$ cat config.mk
export PLATFORM = sky130hd
export DESIGN_NAME = program_load_sequencer
export DESIGN_NICKNAME = d
export VERILOG_FILES = /design/src/rtl/program_loader_pkg.sv /design/src/rtl/load_checksum_acc.sv /design/src/rtl/program_load_sequencer.sv
export SDC_FILE = /design/constraint.sdc
export NUM_CORES = 1
export LEC_CHECK = 0
export ABC_CLOCK_PERIOD_IN_PS = 2100
export CORE_MARGIN = 1.5
export CORE_UTILIZATION = 38
export DETAILED_ROUTE_END_ITERATION = 16
export HOLD_SLACK_MARGIN = 0.05
export PLACE_DENSITY = 0.81
export SYNTH_ARGS = -nofsm -noshare
export SYNTH_HDL_FRONTEND = slang
export SYNTH_HIERARCHICAL = 1
export SYNTH_SLANG_ARGS = --single-unit
$ cat constraint.sdc
create_clock -name clock -period 2.1 [get_ports clock]
set_input_delay 0.42 -clock clock [delete_from_list [all_inputs] [get_ports clock]]
set_output_delay 0.42 -clock clock [all_outputs]
set_load 0.005 [all_outputs]
$ cat src/rtl/program_loader_pkg.sv
// -----------------------------------------------------------------------------
// program_loader_pkg
// Shared definitions for the program load sequencer:
//   - default geometry of the program memory (word width, address width, depth)
//   - sequencer state encoding (CHECK is always present in the encoding, even
//     when the checksum feature is compiled out, so the encoding never shifts)
// -----------------------------------------------------------------------------
package program_loader_pkg;

   localparam int DATA_WIDTH_DEF = 16;
   localparam int ADDR_WIDTH_DEF = 5;
   localparam int DEPTH_DEF      = 32;

   typedef enum logic [2:0] {
      ST_IDLE  = 3'd0,
      ST_LOAD  = 3'd1,
      ST_CHECK = 3'd2,
      ST_DONE  = 3'd3,
      ST_RUN   = 3'd4,
      ST_ERROR = 3'd5
   } state_t;

endpackage

$ cat src/rtl/load_checksum_acc.sv
// -----------------------------------------------------------------------------
// load_checksum_acc
// Running modulo-2**DATA_WIDTH sum of the words accepted in a load session,
// with a combinational compare against a host-supplied check word.
// Only instantiated when PROGRAM_LOAD_CHECKSUM_EN is defined.
//
// Ports:
//   clock       in   system clock, rising edge
//   reset       in   asynchronous, active-low reset
//   clear       in   zero the accumulator (has priority over add)
//   add         in   add data into the accumulator this cycle
//   data        in   word to accumulate
//   check_data  in   word to compare against the current sum
//   match       out  1 when check_data equals the current sum
// -----------------------------------------------------------------------------
module load_checksum_acc
   import program_loader_pkg::*;
#(
   parameter int DATA_WIDTH = DATA_WIDTH_DEF
) (
   input  logic                  clock,
   input  logic                  reset,
   input  logic                  clear,
   input  logic                  add,
   input  logic [DATA_WIDTH-1:0] data,
   input  logic [DATA_WIDTH-1:0] check_data,
   output logic                  match
);

   logic [DATA_WIDTH-1:0] sum;

   // Overflow wraps naturally at DATA_WIDTH bits, which is the intended modulus.
   always_ff @(posedge clock or negedge reset) begin
      if (!reset) begin
         sum <= '0;
      end else if (clear) begin
         sum <= '0;
      end else if (add) begin
         sum <= sum + data;
      end
   end

   assign match = (sum == check_data);

endmodule

$ cat src/rtl/program_load_sequencer.sv
// -----------------------------------------------------------------------------
// program_load_sequencer
// Loads a program from a host valid/ready stream into program memory at
// consecutive addresses starting at 0, then hands the shared memory port to
// the CPU and holds the CPU run enable.
//
// Optional feature (macro PROGRAM_LOAD_CHECKSUM_EN): after the last data word
// the host sends one extra check word equal to the modulo-2**DATA_WIDTH sum of
// the data words; it is compared but never written. Match -> DONE, else ERROR.
//
// Ports:
//   clock, reset          system clock (rising edge), async active-low reset
//   host_start            begin a load session (sampled only in IDLE)
//   host_length           word count for the session, legal 1..DEPTH
//   host_valid/host_data  host word stream
//   host_ready            sequencer accepts host_data (LOAD/CHECK)
//   host_run              release the CPU (sampled in DONE)
//   host_abort            return to IDLE from any state, highest priority
//   cpu_fetch_addr        CPU fetch address, routed to memory in RUN
//   mem_addr/mem_wdata/mem_we  shared program memory port
//   cpu_run               CPU execution enable
//   load_done             load complete, awaiting host_run (level)
//   load_error            session rejected or failed (level until abort)
//   words_loaded          words accepted in the current session
// -----------------------------------------------------------------------------
module program_load_sequencer
   import program_loader_pkg::*;
#(
   parameter int DATA_WIDTH = DATA_WIDTH_DEF,
   parameter int ADDR_WIDTH = ADDR_WIDTH_DEF,
   parameter int DEPTH      = DEPTH_DEF
) (
   input  logic                  clock,
   input  logic                  reset,
   input  logic                  host_start,
   input  logic [ADDR_WIDTH:0]   host_length,
   input  logic                  host_valid,
   input  logic [DATA_WIDTH-1:0] host_data,
   output logic                  host_ready,
   input  logic                  host_run,
   input  logic                  host_abort,
   input  logic [ADDR_WIDTH-1:0] cpu_fetch_addr,
   output logic [ADDR_WIDTH-1:0] mem_addr,
   output logic [DATA_WIDTH-1:0] mem_wdata,
   output logic                  mem_we,
   output logic                  cpu_run,
   output logic                  load_done,
   output logic                  load_error,
   output logic [ADDR_WIDTH:0]   words_loaded
);

   localparam int CW = ADDR_WIDTH + 1;
   localparam logic [ADDR_WIDTH:0] DEPTH_C = CW'(DEPTH);

   state_t              state, state_next;
   logic [ADDR_WIDTH:0] length_q, length_next;
   logic [ADDR_WIDTH:0] count_q, count_next;
   logic [ADDR_WIDTH:0] count_inc;
   logic                accept;
   logic                length_ok;

   assign host_ready = (state == ST_LOAD) || (state == ST_CHECK);
   assign accept     = host_valid && host_ready;
   assign count_inc  = count_q + 1'b1;
   assign length_ok  = (host_length != '0) && (host_length <= DEPTH_C);

`ifdef PROGRAM_LOAD_CHECKSUM_EN
   logic sum_match;

   load_checksum_acc #(
      .DATA_WIDTH (DATA_WIDTH)
   ) u_checksum (
      .clock      (clock),
      .reset      (reset),
      .clear      (state == ST_IDLE),
      .add        ((state == ST_LOAD) && accept),
      .data       (host_data),
      .check_data (host_data),
      .match      (sum_match)
   );
`endif

   // NOTE: state registers use non-blocking assignments so every flop samples
   // the pre-edge value of its inputs, independent of statement order.
   always_ff @(posedge clock or negedge reset) begin
      if (!reset) begin
         state    <= ST_IDLE;
         length_q <= '0;
         count_q  <= '0;
      end else begin
         state    <= state_next;
         length_q <= length_next;
         count_q  <= count_next;
      end
   end

   // NOTE: every variable gets a default at the top of the always_comb so no
   // path through the case can leave it unassigned and infer a latch.
   always_comb begin
      state_next  = state;
      length_next = length_q;
      count_next  = count_q;

      if (host_abort) begin
         state_next = ST_IDLE;
         count_next = '0;
      end else begin
         unique case (state)
            ST_IDLE: begin
               if (host_start) begin
                  count_next = '0;
                  if (length_ok) begin
                     length_next = host_length;
                     state_next  = ST_LOAD;
                  end else begin
                     state_next  = ST_ERROR;
                  end
               end
            end
            ST_LOAD: begin
               if (accept) begin
                  count_next = count_inc;
                  if (count_inc == length_q) begin
`ifdef PROGRAM_LOAD_CHECKSUM_EN
                     state_next = ST_CHECK;
`else
                     state_next = ST_DONE;
`endif
                  end
               end
            end
            ST_CHECK: begin
`ifdef PROGRAM_LOAD_CHECKSUM_EN
               if (accept) begin
                  state_next = sum_match ? ST_DONE : ST_ERROR;
               end
`else
               // Unreachable without the checksum feature; recover to IDLE.
               state_next = ST_IDLE;
`endif
            end
            ST_DONE: begin
               if (host_run) begin
                  state_next = ST_RUN;
               end
            end
            ST_RUN:   state_next = ST_RUN;
            ST_ERROR: state_next = ST_ERROR;
            default:  state_next = ST_IDLE;
         endcase
      end
   end

   // Memory port ownership: loader in LOAD/CHECK, CPU in RUN, parked at 0 else.
   // The check word is never written, so mem_we only asserts in LOAD.
   always_comb begin
      mem_addr  = '0;
      mem_wdata = '0;
      mem_we    = 1'b0;
      unique case (state)
         ST_LOAD: begin
            mem_addr  = count_q[ADDR_WIDTH-1:0];
            mem_wdata = host_data;
            mem_we    = accept;
         end
         ST_CHECK: mem_addr = count_q[ADDR_WIDTH-1:0];
         ST_RUN:   mem_addr = cpu_fetch_addr;
         default: begin
            mem_addr  = '0;
            mem_wdata = '0;
            mem_we    = 1'b0;
         end
      endcase
   end

   assign cpu_run      = (state == ST_RUN);
   assign load_done    = (state == ST_DONE);
   assign load_error   = (state == ST_ERROR);
   assign words_loaded = count_q;

endmodule

# Word level (Yosys, flattened, before mapping)
# Index checks and enable logic that the tools add are counted.
[classes]
n_addsub = 1
n_lt_le_gt_ge = 1
eq_ne = 10
n_mux = 14
bitwise = 1
n_reduce_logical = 10
[ops]
columns = ["operator", "count"]
rows = [
  ["2-to-1 mux 3 bit", 6],
  ["2-to-1 mux 6 bit", 3],
  ["2-to-1 mux 16 bit", 1],
  ["one-hot mux 3 bit (5 select lines)", 1],
  ["one-hot mux 6 bit (2 select lines)", 1],
  ["one-hot mux 5 bit (2 select lines)", 1],
  ["!= test 3 bit (second input constant)", 3],
  ["AND reduction 4 bit", 2],
  ["adder 6 x 1 -> 6 bit (second input constant)", 1],
  ["equality test 3 x 2 -> 1 bit (second input constant)", 2],
  ["equality test 3 bit (second input constant)", 2],
  ["equality test 6 bit", 1],
  ["less-or-equal comparator 6 bit (second input constant)", 1],
  ["nonzero test 6 bit", 1],
  ["equality test 3 x 1 -> 1 bit (second input constant)", 1],
  ["logical NOT 3 bit", 1],
  ["!= test 3 x 2 -> 1 bit (second input constant)", 1],
  ["AND reduction 3 bit", 1],
  ["nonzero test 3 bit", 1],
  ["logical AND 1 bit", 2],
  ["OR reduction 2 bit", 1],
  ["logical OR 1 bit", 1],
  ["2-to-1 mux 1 bit", 1],
  ["NOT 1 bit", 1],
]
[word_totals]
reg_bits = 15
input_bits = 33
output_inout_bits = 32
word_cells = 40

# Depth between registers and ports, before layout
[logic_depth]
depth_word = 6
mapped_depth = 5
depth_no_buf = 5

# Worst setup path after synthesis
# No wires, ideal clock.
[synth_path]
path_type = "input-to-reg"
startpoint = "input host_length[0]"
endpoint = "register length_q[0]"
setup_ps = 128
arrival_ps = 1724
t_required_ps = 1972
slack_ps = 249
path_stages = 4
path_buffers = 0
path_cell_list = "or4_4 -> or3_4 -> nand3_4 -> mux2_1"
[synth_via]
elab_chain_len = 3
word_cells_on_any_way = 4
cone_classes = "order compare: 1; reduce/logical: 3"
[synth_rtl]
columns = ["element", "line_no", "rtl"]
rows = [
  ["from (decl)", "program_load_sequencer.sv:36", "input logic [ADDR_WIDTH:0] host_length,"],
  ["less-or-equal comparator 6 bit / nonzero test 6 bit (equally long branches)", "program_load_sequencer.sv:65", "assign length_ok = (host_length != '0) && (host_length <= DEPTH_C);"],
  ["logical AND 1 bit", "program_load_sequencer.sv:65", ""],
  ["AND reduction 4 bit (no line)", "-", ""],
  ["to (signal assigned)", "program_load_sequencer.sv:92", "length_q <= length_next;"],
  ["to (decl)", "program_load_sequencer.sv:56", "logic [ADDR_WIDTH:0] length_q, length_next;"],
]
# Several ways; a longest one is shown, not always the timed one.
# A chain may end at the register's enable or synchronous reset.

# Worst setup path in the final report
[layout_path]
startpoint = "input host_length[3]"
endpoint = "register length_q[2]"
[layout_via]
elab_chain_len = 3
word_cells_on_any_way = 4
cone_classes = "order compare: 1; reduce/logical: 3"
[layout_rtl]
columns = ["element", "line_no"]
rows = [
  ["less-or-equal comparator 6 bit / nonzero test 6 bit (equally long branches)", "program_load_sequencer.sv:65"],
  ["logical AND 1 bit *", "program_load_sequencer.sv:65"],
  ["AND reduction 4 bit (no line) *", "-"],
]
# Every way passes the cells marked *; elsewhere a longest branch is shown, timed or not.

==> impl_metrics.prom <==
# TYPE chip_impl_metric gauge
chip_impl_info{name="grt_setup_unrepaired",value="no"} 1
chip_impl_metric{name="worst_skew_pair.late_latency",unit="ps"} 290
chip_impl_metric{name="synthesis.yosys.warnings",unit=""} 6
chip_impl_metric{name="r2r_slack",unit="ps"} 320
chip_impl_metric{name="synthCells",unit=""} 122
chip_impl_info{name="cts_tree",value="built"} 1
chip_impl_info{name="startpoint_type",value="primary input"} 1
chip_impl_metric{name="start_util",unit=""} 0.403
chip_impl_info{name="crit_path_cell_trace",value="clkdlybuf4s50_1 -> or4_4 -> or3_4 -> nand3_4 -> mux2_1"} 1
chip_impl_info{name="worstHoldEndpoint",value="length_q[3]"} 1
chip_impl_metric{name="die_area",unit="um2"} 3260
chip_impl_metric{name="wire_length_of_the_first_global_routing_pass",unit="um"} 5390
chip_impl_metric{name="drt-pass1-iter-count",unit=""} 4
chip_impl_metric{name="netlist_area",unit="um2"} 1110
chip_impl_metric{name="post_synthesis_mean_instance_area",unit="um2"} 9.11
chip_impl_info{name="most-common-layout-cells",value="sky130_fd_sc_hd__clkdlybuf4s50_1, sky130_fd_sc_hd__dlygate4sd2_1, sky130_fd_sc_hd__and2_1"} 1
chip_impl_metric{name="final-hold-violation-count",unit=""} 0
chip_impl_metric{name="min_delay_path_depth",unit=""} 1
chip_impl_metric{name="number_of_buffers_created_by_cts",unit=""} 3
chip_impl_metric{name="synth_cell_type_count",unit=""} 40
chip_impl_info{name="cts_root_buf",value="sky130_fd_sc_hd__clkbuf_4"} 1
chip_impl_metric{name="clock_sink_count",unit=""} 15
chip_impl_metric{name="layout.cell_area.non_filler",unit="um2"} 1900
chip_impl_metric{name="timing_worst_slew_pin_value",unit="ps"} 708
chip_impl_info{name="critical_path.top_delay_family",value="simple AND/OR/NAND/NOR gates"} 1
chip_impl_metric{name="h_tree_levels",unit=""} 1
chip_impl_metric{name="areaGrowthSynthToFinish",unit="%"} 71.4
chip_impl_metric{name="timing.slew.headroom",unit=""} 0.526
chip_impl_metric{name="vias",unit=""} 1212
chip_impl_metric{name="totalNegativeSetupSlack",unit="ps"} 0
chip_impl_metric{name="mappedNetlistNets",unit=""} 156
chip_impl_metric{name="grt_use_total",unit=""} 0.211
chip_impl_metric{name="hold_buffer_count_at_cts",unit=""} 0
chip_impl_metric{name="wirelength",unit="um"} 3350
chip_impl_metric{name="drt-initial-drc-count",unit=""} 27
chip_impl_metric{name="n_antenna_cell",unit=""} 0
chip_impl_metric{name="clock_tree.buffer_depth",unit=""} 2
chip_impl_metric{name="drt.antenna.violating_nets",unit=""} 0
chip_impl_metric{name="synth_async_sr_flop_share",unit=""} 1.00
chip_impl_metric{name="leakage",unit="nW"} 0.917
chip_impl_metric{name="p_per_area",unit="nW/um2"} 450
chip_impl_metric{name="timing_max_transition_violations_final",unit=""} 0
chip_impl_metric{name="final.period_utilization",unit=""} 0.975
chip_impl_metric{name="core.rowCount",unit=""} 19
chip_impl_metric{name="timing.max_cap.violations",unit=""} 0
chip_impl_metric{name="fin_worst_skew",unit="ps"} 8.46
chip_impl_metric{name="post-route-min-period",unit="ps"} 2050
chip_impl_metric{name="drt-vias-per-instance",unit=""} 5.27
chip_impl_info{name="status",value="finished, final reports clean"} 1
chip_impl_metric{name="maxClockFrequency",unit="MHz"} 489
chip_impl_metric{name="grt_antenna_before_repair",unit=""} 0
chip_impl_metric{name="vdd.ir_drop.worst",unit="uV"} 608
chip_impl_metric{name="worst_r2r_path_depth",unit=""} 5
chip_impl_metric{name="worstPathArrival",unit="ps"} 2210
chip_impl_metric{name="critical_path.max_stage_delay",unit="ps"} 520
chip_impl_metric{name="power",unit="uW"} 857
chip_impl_metric{name="drive_gt1_frac",unit=""} 0.176
chip_impl_metric{name="largest_net_degree_at_the_start_of_global_routing",unit=""} 17
chip_impl_metric{name="globalplace.congestion",unit=""} 0.803
chip_impl_metric{name="cts.reportedPaths.clkPinSlew",unit="ps"} 90
chip_impl_metric{name="io_pins",unit=""} 65
chip_impl_metric{name="drc",unit=""} 0
chip_impl_info{name="critical_path_class",value="in2reg"} 1
chip_impl_metric{name="die_x",unit="um"} 57.1
chip_impl_metric{name="synth_seq_area_share",unit=""} 0.338
chip_impl_metric{name="flip_flop_and_latch_count_after_synthesis",unit=""} 15
chip_impl_info{name="synth_ff_type",value="sky130_fd_sc_hd__dfrtp_1"} 1
chip_impl_metric{name="setup_viol",unit=""} 0
chip_impl_metric{name="vias_in_the_first_global_route",unit=""} 1193
chip_impl_info{name="crit-reg2reg-launch",value="state[2]"} 1
chip_impl_metric{name="fillerInstances",unit=""} 234
chip_impl_metric{name="avgRoutedWirePerCell",unit="um"} 14.6
chip_impl_metric{name="critPathMaxFanout",unit=""} 6
chip_impl_metric{name="num-nets-final",unit=""} 234
chip_impl_metric{name="synth-edff-count",unit=""} 0
chip_impl_metric{name="hpwl",unit="um"} 2630
chip_impl_info{name="endpoint_kind",value="flop"} 1
chip_impl_info{name="crit_slowest_cell",value="sky130_fd_sc_hd__or4_4"} 1
chip_impl_info{name="start_point_of_the_worst_hold_path",value="length_q[3]"} 1
chip_impl_metric{name="post_dp_cell_area",unit="um2"} 1840
chip_impl_info{name="worstReg2RegEnd",value="words_loaded[5]"} 1
chip_impl_info{name="hold_class",value="reg2reg"} 1
chip_impl_metric{name="coreArea",unit="um2"} 2760
chip_impl_metric{name="grt-ovfl-total",unit=""} 0
chip_impl_metric{name="fp.dieH",unit="um"} 57.1
chip_impl_metric{name="postLayoutCoreUtil",unit=""} 0.691
chip_impl_metric{name="place.port_buffers",unit=""} 64
chip_impl_metric{name="worst-path-buf-inv",unit=""} 1
chip_impl_metric{name="worst_ep_required_time",unit="ps"} 2270
chip_impl_info{name="layout.cells.most_common",value="sky130_fd_sc_hd__clkdlybuf4s50_1"} 1
per-stage QoR:
step,setup WS [ps],cells,hold slack [ps]
final,53.2,230,532
after global routing,12.2,230,557
after CTS,-53.9,228,535
after detailed placement,-261,221,514
after global placement,-197,221,501
after floorplan,249,122,124
power by group:
part           switching [mW]  total, mW  internal, mW
clock                   0.101      0.171        0.0707
combinational           0.118      0.317         0.199
sequential             0.0410      0.369         0.328
flip-flops by register name, summed over array words and instances (netlist names):
| name | cells |
|---|---|
| length_q | 6 |
| state | 3 |
| words_loaded | 6 |
worst max path at each step:
stage               depth (start not counted)          end      startpoint  slack [ps]
CTS                                         4  mem_addr[4]        state[1]         -50
floorplan                                   4  length_q[0]  host_length[0]         250
global placement                            5  length_q[3]  host_length[0]        -200
global route                                3   host_ready        state[1]          10
detailed placement                          5  length_q[2]  host_length[0]        -260
finish                                      5  length_q[2]  host_length[3]          50
timing repair:
item                       4_1_cts  5_1_grt
pin swaps                        7        4
setup endpoints to repair       23        6
buffers inserted                 3        3
gates resized for setup         25        7
layer usage:
layer	up-vias	global-route usage	wire length [um]
li1	593	-	-
met3	2	0.0272	159
met5	-	0	0
met4	0	0.0631	36
met1	576	0.283	1400
met2	41	0.355	1750
cells in the mapped netlist, drive strengths merged (2+ instances only):
cell | count | area share
and2 | 17 | 0.096
dfrtp | 15 | 0.34
o21ai | 9 | 0.044
nor2 | 8 | 0.027
mux2 | 7 | 0.071
nand2 | 7 | 0.024
a22o | 6 | 0.047
a21oi | 5 | 0.023
clkbuf | 5 | 0.017
xnor2 | 5 | 0.039
nand3 | 3 | 0.025
xor2 | 3 | 0.024
and3 | 2 | 0.011
and4 | 2 | 0.016
inv | 2 | 0.0068
nand2b | 2 | 0.011
nand3b | 2 | 0.014
nor3b | 2 | 0.018
o211ai | 2 | 0.014
o31ai | 2 | 0.014
cell type report:
type | instances | area [um2] | area share
well taps | 31 | 38.8 | 0.0204
flip-flops and latches | 15 | 379 | 0.199
clock inverters | 1 | 5.00 | 0.00263
multi-input cells | 99 | 719 | 0.378
inverters | 2 | 7.51 | 0.00394
clock buffers | 3 | 22.5 | 0.0118
repair buffers | 79 | 732 | 0.384
kinds of logic (layout without fill, tap and decap cells):
| group | after synthesis | count (layout) | share of synthesized area |
|---|---|---|---|
| buf+inv | 8 | 85 | 0.0282 |
| simple gates | 55 | 55 | 0.319 |
| mux | 7 | 7 | 0.0709 |
| flops | 15 | 15 | 0.338 |
| fa+ha+maj | 1 | 1 | 0.0113 |
| compound gates | 28 | 28 | 0.170 |
| xor+xnor | 8 | 8 | 0.0631 |
Note: power is estimated with default switching activity, not from simulation.
